--- src/rtl/ifm_buf_loader.sv ---
// IFM row loader: fetches one image row from DRAM in bursts and writes it into
// a ring of line-buffer banks; rows below the image are zero-filled locally.
module ifm_buf_loader #(
  parameter int W_SIZE      = 9,
  parameter int W_CHANNEL   = 5,
  parameter int IFM_BUF_CNT = 4,
  parameter int W_IFM_BUF   = 2,
  parameter int W_DATA      = 32,
  parameter int W_ADDR      = 32,
  parameter int W_BUF_ADDR  = 10,
  parameter int BPW         = 4,
  parameter int MAX_BURST   = 256,
  parameter int W_LEN       = 9
) (
  input  logic                   clk,
  input  logic                   rstn,
  input  logic                   i_req_load,
  input  logic [W_SIZE-1:0]      i_req_row,
  input  logic [W_SIZE-1:0]      i_width,
  input  logic [W_SIZE-1:0]      i_height,
  input  logic [W_CHANNEL-1:0]   i_chn,
  input  logic [W_ADDR-1:0]      i_base_addr,
  output logic                   o_busy,
  output logic                   o_done,
  output logic [W_IFM_BUF-1:0]   o_bank,
  output logic                   o_rd_req,
  input  logic                   i_rd_ack,
  output logic [W_ADDR-1:0]      o_rd_addr,
  output logic [W_LEN-1:0]       o_rd_len,
  input  logic                   i_rd_valid,
  output logic                   o_rd_ready,
  input  logic [W_DATA-1:0]      i_rd_data,
  output logic [IFM_BUF_CNT-1:0] o_buf_we,
  output logic [W_BUF_ADDR-1:0]  o_buf_addr,
  output logic [W_DATA-1:0]      o_buf_wdata,
  output logic [2:0]             o_dbg_state
);

  localparam int W_TOT = W_SIZE + W_CHANNEL;

  // Handshakes: a read command transfers on the cycle o_rd_req & i_rd_ack are both
  // high, with o_rd_addr/o_rd_len held stable until then; a data beat transfers on
  // every cycle i_rd_valid & o_rd_ready are both high.
  typedef enum logic [2:0] {
    S_IDLE = 3'd0,
    S_CALC = 3'd1,
    S_CMD  = 3'd2,
    S_DATA = 3'd3,
    S_ZERO = 3'd4,
    S_DONE = 3'd5
  } state_e;

  state_e                 state_q, state_d;
  logic [W_SIZE-1:0]      row_q;
  logic [W_ADDR-1:0]      base_q;
  logic [W_TOT-1:0]       total_q;
  logic [W_IFM_BUF-1:0]   bank_q;
  logic [W_ADDR-1:0]      addr_q;
  logic [W_TOT-1:0]       issued_q;
  logic [W_TOT-1:0]       wcnt_q;
  logic [W_LEN-1:0]       beats_q;
  logic [IFM_BUF_CNT-1:0] we_q;
  logic [W_BUF_ADDR-1:0]  baddr_q;
  logic [W_DATA-1:0]      wdata_q;

  logic [W_TOT-1:0]       rem;
  logic [W_LEN-1:0]       burst_len;
  logic [IFM_BUF_CNT-1:0] bank_onehot;
  logic                   beat_acc;
  logic                   last_beat;
  logic                   zero_last;

  // Words not yet covered by an issued command decide the next burst size.
  assign rem         = total_q - issued_q;
  assign burst_len   = (rem > W_TOT'(MAX_BURST)) ? W_LEN'(MAX_BURST) : W_LEN'(rem);
  assign bank_onehot = IFM_BUF_CNT'(1) << bank_q;
  assign beat_acc    = (state_q == S_DATA) && i_rd_valid;
  assign last_beat   = beat_acc && (beats_q == W_LEN'(1));
  assign zero_last   = (total_q == '0) || (wcnt_q == total_q - W_TOT'(1));

  always_ff @(posedge clk or negedge rstn) begin
    if (!rstn) begin
      state_q <= S_IDLE;
    end else begin
      state_q <= state_d;
    end
  end

  always_comb begin
    state_d = state_q;
    case (state_q)
      S_IDLE: begin
        if (i_req_load) begin
          state_d = (i_req_row >= i_height) ? S_ZERO : S_CALC;
        end
      end
      S_CALC: state_d = (total_q == '0) ? S_DONE : S_CMD;
      S_CMD: begin
        if (i_rd_ack) begin
          state_d = S_DATA;
        end
      end
      S_DATA: begin
        if (last_beat) begin
          state_d = (issued_q == total_q) ? S_DONE : S_CMD;
        end
      end
      S_ZERO: begin
        if (zero_last) begin
          state_d = S_DONE;
        end
      end
      S_DONE:  state_d = S_IDLE;
      default: state_d = S_IDLE;
    endcase
  end

  always_comb begin
    o_busy      = (state_q != S_IDLE);
    o_done      = (state_q == S_DONE);
    o_rd_req    = (state_q == S_CMD);
    o_rd_ready  = (state_q == S_DATA);
    o_rd_addr   = '0;
    o_rd_len    = '0;
    o_dbg_state = state_q;
    if (state_q == S_CMD) begin
      o_rd_addr = addr_q;
      o_rd_len  = burst_len;
    end
  end

  // Datapath: request latching, address/count bookkeeping and the registered
  // write port, which trails beat acceptance by one cycle.
  always_ff @(posedge clk or negedge rstn) begin
    if (!rstn) begin
      row_q    <= '0;
      base_q   <= '0;
      total_q  <= '0;
      bank_q   <= '0;
      addr_q   <= '0;
      issued_q <= '0;
      wcnt_q   <= '0;
      beats_q  <= '0;
      we_q     <= '0;
      baddr_q  <= '0;
      wdata_q  <= '0;
    end else begin
      we_q <= '0;
      case (state_q)
        S_IDLE: begin
          if (i_req_load) begin
            row_q    <= i_req_row;
            base_q   <= i_base_addr;
            total_q  <= W_TOT'(i_width) * W_TOT'(i_chn);
            bank_q   <= i_req_row[W_IFM_BUF-1:0];
            wcnt_q   <= '0;
            issued_q <= '0;
          end
        end
        S_CALC: begin
          addr_q   <= base_q + W_ADDR'(row_q) * W_ADDR'(total_q) * W_ADDR'(BPW);
          wcnt_q   <= '0;
          issued_q <= '0;
        end
        S_CMD: begin
          if (i_rd_ack) begin
            addr_q   <= addr_q + W_ADDR'(burst_len) * W_ADDR'(BPW);
            issued_q <= issued_q + W_TOT'(burst_len);
            beats_q  <= burst_len;
          end
        end
        S_DATA: begin
          if (beat_acc) begin
            we_q    <= bank_onehot;
            baddr_q <= wcnt_q[W_BUF_ADDR-1:0];
            wdata_q <= i_rd_data;
            wcnt_q  <= wcnt_q + W_TOT'(1);
            beats_q <= beats_q - W_LEN'(1);
          end
        end
        S_ZERO: begin
          if (total_q != '0) begin
            we_q    <= bank_onehot;
            baddr_q <= wcnt_q[W_BUF_ADDR-1:0];
            wdata_q <= '0;
            wcnt_q  <= wcnt_q + W_TOT'(1);
          end
        end
        default: ;
      endcase
    end
  end

  assign o_bank      = bank_q;
  assign o_buf_we    = we_q;
  assign o_buf_addr  = baddr_q;
  assign o_buf_wdata = wdata_q;

endmodule

--- config.mk ---
export PLATFORM = sky130hd
export DESIGN_NAME = ifm_buf_loader
export DESIGN_NICKNAME = d
export VERILOG_FILES = /design/src/rtl/ifm_buf_loader.sv
export SDC_FILE = /design/constraint.sdc
export NUM_CORES = 1
export LEC_CHECK = 0
export ABC_AREA = 1
export CORE_ASPECT_RATIO = 1.2
export CORE_MARGIN = 4
export CORE_UTILIZATION = 34
export CTS_BUF_LIST = sky130_fd_sc_hd__clkbuf_8
export DETAILED_ROUTE_END_ITERATION = 8
export GPL_ROUTABILITY_DRIVEN = 0
export PLACE_DENSITY_LB_ADDON = 0.25
export SLEW_MARGIN = 25
export SYNTH_ARGS = -nofsm -noshare
export SYNTH_HDL_FRONTEND = slang
export SYNTH_SLANG_ARGS = --single-unit
--- constraint.sdc ---
create_clock -name clk -period 8.7 [get_ports clk]
set_input_delay 1.74 -clock clk [delete_from_list [all_inputs] [get_ports clk]]
set_output_delay 1.74 -clock clk [all_outputs]
set_load 0.1 [all_outputs]
Word level (Yosys, flattened, before mapping)
Index checks and enable logic that the tools add are counted.

word-level totals
  register bits = 175
  bits of input ports = 101
  output and inout bits = 96
  word-level logic and storage cells = 88

operators by class
  $add $sub $neg = 7
  multiply operators = 2
  $lt $le $gt $ge = 2
  equality and inequality tests = 14
  shifts and indexed selects = 1
  muxes and demuxes = 31
  reductions and logical operators = 19

operators by type and width
  cell                                                 count
  2-to-1 mux 32 bit                                    4
  case mux 32 bit (2 select lines)                     2
  2-to-1 mux 14 bit                                    4
  case mux 14 bit (4 select lines)                     1
  case mux 14 bit (3 select lines)                     1
  2-to-1 mux 9 bit                                     4
  adder 32 x 11 -> 32 bit                              1
  adder 32 x 25 -> 32 bit                              1
  == test 14 bit                                       2
  multiplier 9 x 14 -> 23 bit                          1
  2-to-1 mux 3 bit                                     7
  2-to-1 mux 10 bit                                    2
  case mux 10 bit (2 select lines)                     1
  case mux 9 bit (2 select lines)                      1
  case mux 3 bit (5 select lines)                      1
  adder 14 x 1 -> 14 bit, second input constant        1
  adder 14 x 9 -> 14 bit                               1
  > comparator 14 x 9 -> 1 bit, second input constant  1
  zero test 14 bit                                     1
  multiplier 9 x 5 -> 14 bit                           1
  nonzero test 14 bit                                  1
  subtractor 14 x 1 -> 14 bit, second input constant   1
  subtractor 14 bit                                    1
  == test 9 x 1 -> 1 bit, second input constant        1
  other kinds (19)                                     34

Depth between registers and ports, before layout
Gate-level depths: netlist of the first run.

  depth in word-level cells = 6
  gate-level depth with buffers = 34
  depth with buffers taken out = 33

Worst setup path before layout of the first run
No wires, ideal clock.

  path kind = flip-flop to flip-flop
  from = register row_q[1]
  to = register addr_q[30]
  library setup time = 0.082 ns
  arrival = 6.039 ns
  required time = 8.618 ns
  slack = 2.579 ns
  stages on the path, launching flop included = 33
  path buffers = 2
  period minus slack after synthesis = 6.121 ns
  cell sequence = dfrtp_1 clkbuf_1 clkbuf_1 nand2_1 fa_1 inv_1 fa_1 inv_1 fa_1 fa_1 inv_1 ha_1 nand2_1 o21ai_0 a21oi_1 o21ai_0 a31oi_1 o21ai_0 a31oi_1 xnor2_1 ha_1 nand2_1 inv_1 nand3_1 nor2_1 nand4_1 nand3_1 nand2_1 nand3_1 nand3_1 nand2_1 nand3_1 a31oi_1

between the ends
  longest elaborated chain between the ends = 3

RTL lines
  what                              line  RTL
  from (decl)                       54    logic [W_SIZE-1:0] row_q;
  from (signal assigned)            152   row_q <= i_req_row;
  multiplier 9 x 14 -> 23 bit       161   addr_q <= base_q + W_ADDR'(row_q) * W_ADDR'(total_q) * W_ADDR'(BPW);
  adder 32 x 25 -> 32 bit           161
  case mux 32 bit (2 select lines)  149   case (state_q)
  to (signal assigned)              161
  to (signal assigned)              167   addr_q <= addr_q + W_ADDR'(burst_len) * W_ADDR'(BPW);
  to (decl)                         58    logic [W_ADDR-1:0] addr_q;

Every way passes these cells.
A chain may end at the register's enable or synchronous reset.

Final worst setup path of the first run
  from = register total_q[0]
  to = output o_rd_len[1]

between the ends
  longest elaborated chain between the ends = 4

RTL lines
  what                          line  RTL
  from (decl)                   56    logic [W_TOT-1:0] total_q;
  from (signal assigned)        154   total_q <= W_TOT'(i_width) * W_TOT'(i_chn);
  subtractor 14 bit (*)         74    assign rem = total_q - issued_q;
  > comparator 14 x 9 -> 1 bit  75    assign burst_len = (rem > W_TOT'(MAX_BURST)) ? W_LEN'(MAX_BURST) : W_LEN'(rem);
  2-to-1 mux 9 bit (*)          75
  2-to-1 mux 9 bit (*)          126   if (state_q == S_CMD) begin
  to (decl)                     29    output logic [W_LEN-1:0] o_rd_len,

Every way passes the cells marked *; elsewhere a longest branch is shown, timed or not.

==> impl_metrics.ini, run 1 <==
[yosys]
synth_area_leader_cell = dfrtp_1
syn_inst = 2446
synth.most_common_cell = nand2_1
ys_warn_count = 0
synthTopCellsByCount = nand2_1 (674), inv_1 (441), nor2_1 (180)
synthTopCellsByArea = dfrtp_1 (25%), nand2_1 (15%), fa_1 (13%), ha_1 (9.7%), inv_1 (9.6%)
synth_top_area_share_pct = 25.1
synth_flop_cell = dfrtp_1
yosysSeqAreaShare_pct = 25.1
synth.net_count = 2790
synth_seq_cells = 173
synth_cell_type_count = 56
synth_edf_count = 0
syn_area_per_cell_sq_um = 7.05
synthesis.area_sq_um = 17200
synth-async-reset-ratio_pct = 100

[worst_hold_path]
hold_end = base_q[1]$_DFFE_PN0P_
holdPathStages = 2
min_from = base_q[1]$_DFFE_PN0P_
hold_class = reg2reg

[global_route]
use_met1_pct = 23.6
grt_util_met2_pct = 33.2
gr-usage-met3_pct = 2.36
grt_usage_pct = 18.8
grt-ovfl-total = 0
grt.busiest_layer = met2
grt_pass1_vias = 16143
antenna_found_initial = 1
grt_max_degree = 86
grt_pass1_wl_mm = 82.2

[cts]
cts_inserted_buffers = 17
post_cts.resized_instances = 0
cts.sinks = 173
worstSkewPairLatency_ps = 510
cts-root-buf = clkbuf_8
hold_buffers = 0
path_clk_slew_ps = 100
cts_max_level = 4
postCtsSetupBuffers = 0
clockBufferDepth = 2
cts_tree = done

[routing]
wirelength_mm = 50.2
wl_per_cell_um = 15.5
via_count = 15993
viasPerCell = 4.92
drc = 0
ant_nets = 0
dr.pass1.iters = 6
first_iter_violations = 1060

[cells_and_area]
final_area_sq_um = 20100
synthToLayoutAreaGrowth_pct = 16.8
fin_cells = 3249
nNetsFinal = 2935
drive_above_1_share_pct = 3.49
final_core_util_pct = 40.1

[placement]
dpl.cell_count = 3216
dp_hpwl_mm = 40.0
pre_cts_slack_ps = 1960
dpl_cell_area_sq_um = 19800
port-buffer-count = 196

[power]
power_leakage_nw = 10.8
p_per_area_nw_per_um2 = 282
p_sw_mw = 3.20
swShare_pct = 56.2
total_power_mw = 5.69
internal-power_mw = 2.49
sequentialPowerShare_pct = 18.2
power_frac_comb_pct = 71.4
clkPwrFrac_pct = 10.4
peakVddDrop_mv = 0.367

[sta]
rsz0062_at_grt = no
worst_slack_ps = 1830
finalSetupViolCount = 0
report.final.slew_viol_count = 0
fin_skew_ps = 11.9
fin_crit_ps = 6870
hold_viol_final = 0
tns_ps = 0
worst_hold_slack_ps = 487
fin_crit_sh_pct = 79.0
worst_pin_slew_ps = 1060
slew_headroom_pct = 29.0
timing.fmax_ghz = 0.146

[worst_setup_path]
r2r-start = row_q[1]$_DFFE_PN0P_
crit_arrival_ps = 5130
r2r_setup_slack_ps = 1950
slowest_stage = clkdlybuf4s50_1
reg2regPathDepth = 30
cp-start-kind = flop
end_kind = primary output
path_cells = inv_1 > ha_1 > inv_1 > fa_1 > nand2_1 > nand2_1 > nand3_2 > nand2_1 > nand2_1 > nand2_1 > nand2_1 > nand2_1 > nor2_1 > nand2_1 > nor2_2 > inv_2 > nor2_1 > inv_1 > nor2_1 > clkdlybuf4s50_1
critPathKind = reg2out
cp.required_ps = 6960
reg2reg_to = addr_q[31]$_DFFE_PN0P_
cp_max_fo = 12
crit_top_cell = nand2_1
cpPeakStageDelay_ps = 1150

[die]
die_width_um = 214
core-area_sq_um = 50200
die-area_sq_um = 54400
rows = 90
die_y_um = 255
pin_count = 197
start_util_pct = 34.3

[run]
maxCapViolCount = 0

[outcome]
outcome = finished, final reports clean
[power by group through the flow]
stage / clock network [mW] / registers [mW] / logic (mW)
after floorplan: 0 / 1.21 / 2.73
after global placement: 0 / 1.05 / 4.02
after detailed placement: 0 / 1.05 / 4.03
after CTS: 0.616 / 1.04 / 4.07
after global routing: 0.642 / 1.05 / 4.62
final: 0.590 / 1.04 / 4.06
[placed cells by master (no fill, tap or decap), types with 96 or more instances in the layout]
master / n
a21oi_1: 133
clkdlybuf4s50_1: 195
dfrtp_1: 173
fa_1: 110
ha_1: 133
inv_1: 441
nand2_1: 674
nand3_1: 96
nor2_1: 179
o21ai_0: 161
[registers in the layout, indices dropped and copies added (netlist names)]
register / count
row_q: 9
addr_q: 32
total_q: 14
o_buf_addr: 10
wcnt_q: 14
o_buf_wdata: 32
base_q: 32
issued_q: 14
o_dbg_state: 3
beats_q: 9
o_buf_we: 4
[final cells by class]
type                            count  area, sq um
Sequential cell                   173         4330
Timing Repair Buffer              204         2020
Fill cell                        5280        30100
Clock buffer                       17          234
Antenna cell                        1         2.50
Multi-Input combinational cell   1739        10900
Tap cell                          644          806
Inverter                          456         1710
Clock inverter                     15          148
[cells by family after synthesis]
family,count (synthesis),synth area share [%]
AOI/OAI and AO/OA,374,12.0
xor gates and xnor gates,68,3.46
adders and majority gates,243,22.4
buffers and inverters,534,11.8
DFF,173,25.1
and+or+nand+nor,1054,25.2
[worst max path at each step]
stage | start | endpoint | slack (ps) | cells past startpoint
floorplan | row_q[1]$_DFFE_PN0P_ | addr_q[30]$_DFFE_PN0P_ | 2580 | 32
global placement | row_q[1]$_DFFE_PN0P_ | addr_q[30]$_DFFE_PN0P_ | 2140 | 30
detailed placement | row_q[1]$_DFFE_PN0P_ | addr_q[28]$_DFFE_PN0P_ | 1960 | 27
CTS | total_q[0]$_DFFE_PN0P_ | o_rd_len[1] | 1790 | 20
global route | row_q[5]$_DFFE_PN0P_ | addr_q[28]$_DFFE_PN0P_ | 1240 | 27
finish | total_q[0]$_DFFE_PN0P_ | o_rd_len[1] | 1830 | 20
[metal layers]
metal,vias up,part of all wire (%)
li1,7933,-
met1,7570,43
met2,416,49
met3,74,4.7
met4,0,3.1
met5,-,0
[critical path: cells and delay by family (launching register included)]
family | cells | cell delay [ps]
simple gates | 13 | 1630
fa+ha+maj | 2 | 620
buf+inv | 5 | 1790
flops | 1 | 560
Power figures use the tool's default switching activity.
==> run 2: changes to the inputs <==
clock period = 7 ns   (was 8.7 ns; I/O delays follow)
==> run 2 against run 1 <==
Net effect: setup slack worse by 1200 ps; cell count up 0.58%; via count up 0.96%; die area unchanged; critical path type is now reg2reg.
==> impl_metrics.ini, run 2 (synthesis gave the netlist of run 1 again) <==
[outcome]
outcome = finished, final reports clean

[worst_setup_path]
crit_arrival_ps = 6810
slowest_stage = fa_1
cp-start-kind = flop
cpPeakStageDelay_ps = 560
cp.required_ps = 7430
cp_max_fo = 11
crit_top_cell = nand2_1
critPathKind = reg2reg
end_kind = flop

[global_route]
grt_pass1_wl_mm = 82.1
grt_max_degree = 86
grt_usage_pct = 18.7
antenna_found_initial = 1
grt_pass1_vias = 16291
grt-ovfl-total = 0

[cells_and_area]
synthToLayoutAreaGrowth_pct = 17.8
final_area_sq_um = 20300
drive_above_1_share_pct = 4.54
layout_commonest_cell = nand2_1
most-common-layout-cells = nand2_1 (674), inv_1 (442), clkdlybuf4s50_1 (194)
nNetsFinal = 2955

[sta]
report.final.slew_viol_count = 0
finalSetupViolCount = 0
timing.fmax_ghz = 0.157
slew_headroom_pct = 29.6
rsz0062_at_grt = no
fin_crit_sh_pct = 91.2
fin_crit_ps = 6380
fin_skew_ps = 18.5
worst_pin_slew_ps = 1050
tns_ps = 0
hold_viol_final = 0

[power]
p_per_area_nw_per_um2 = 346
peakVddDrop_mv = 0.407
power_leakage_nw = 10.9

[cts]
cts_tree = done
clockBufferDepth = 2
worstSkewPairLatency_ps = 520
cts_inserted_buffers = 17
cts.sinks = 173
path_clk_slew_ps = 110
cts-root-buf = clkbuf_8
cts_max_level = 4
hold_buffers = 0

[routing]
first_iter_violations = 1226
drc = 0
wl_per_cell_um = 15.4
wirelength_mm = 50.3
dr.pass1.iters = 6
ant_nets = 0
via_count = 16146
viasPerCell = 4.94

[die]
die_y_um = 255
start_util_pct = 34.3
rows = 90
core-area_sq_um = 50200
die-area_sq_um = 54400
pin_count = 197
die_width_um = 214

[placement]
dp_hpwl_mm = 40.8
port-buffer-count = 196
dpl_cell_area_sq_um = 19900

[run]
maxCapViolCount = 0

[worst_hold_path]
hold_class = reg2reg
run 2: cell types whose count changed in the layout (fill, tap and decap cells not counted), sizes merged:
cell / before / now
buf: 9 / 30
clkbuf: 17 / 18
clkdlybuf4s50: 195 / 194
clkinv: 6 / 4
run 2: critical path: cells and delay by family (launching register included):
family	cells	cell delay [ps]
buffers and inverters	4	350
AO/OA/AOI/OAI	9	1450
flip-flops	1	510
AND/OR/NAND/NOR	10	870
XOR/XNOR	2	390
adder cells (fa/ha/maj)	6	2720
run 2: timing repair:
item	4_1_cts	5_1_grt
setup endpoints to repair	0	9
resized for setup	0	9
setup buffers	0	0
run 2: routing by layer:
layer	global-route usage [%]	wire (um)	vias to the layer above	share of wire (%)
li1	-	-	7984	-
met1	22.9	20900	7667	42
met2	34.1	25700	418	51
met3	2.45	2290	77	4.6
met4	5.60	1350	0	2.7
met5	0	0	-	0
run 2: report_power, final:
part	total, mW	switching (mW)	internal, mW	leakage, nW
Sequential	1.25	0.140	1.11	2.11
Combinational	5.06	3.34	1.72	8.57
Clock	0.722	0.425	0.297	0.194
Total	7.03	3.90	3.12	10.9
run 2: layout make-up:
class	count	area (sq um)
Tap cell	644	806
Sequential cell	173	4340
Clock inverter	13	129
Timing Repair Buffer	224	2170
Multi-Input combinational cell	1739	10900
Clock buffer	18	248
Antenna cell	1	2.50
Inverter	456	1710
Fill cell	5254	29900
run 2: per-stage QoR:
step / utilization, % / std cells / total power [mW] / setup slack (ps) / hold WS [ps]
final: 40.4 / 3268 / 7.03 / 617 / 487
after global routing: 40.4 / 3268 / 7.81 / 53.3 / 509
after CTS: 40.4 / 3267 / 7.06 / 370 / 492
after detailed placement: 39.6 / 3236 / 6.28 / 426 / 465
after global placement: 39.6 / 3236 / 6.29 / 552 / 459
after floorplan: - / 2446 / 4.90 / 879 / 442
run 2: worst paths after layout:
path	startpoint	endpoint	slack [ps]	cells after the start
worst max-delay path	row_q[5]$_DFFE_PN0P_	addr_q[31]$_DFFE_PN0P_	620	31
worst min-delay path	base_q[4]$_DFFE_PN0P_	base_q[4]$_DFFE_PN0P_	490	2
worst max register to register	row_q[5]$_DFFE_PN0P_	addr_q[31]$_DFFE_PN0P_	620	31
worst min register to register	base_q[4]$_DFFE_PN0P_	base_q[4]$_DFFE_PN0P_	490	2
max in group asynchronous	rstn	total_q[6]$_DFFE_PN0P_	4840	2
min in group asynchronous	rstn	o_buf_wdata[14]$_DFFE_PN0P_	810	1
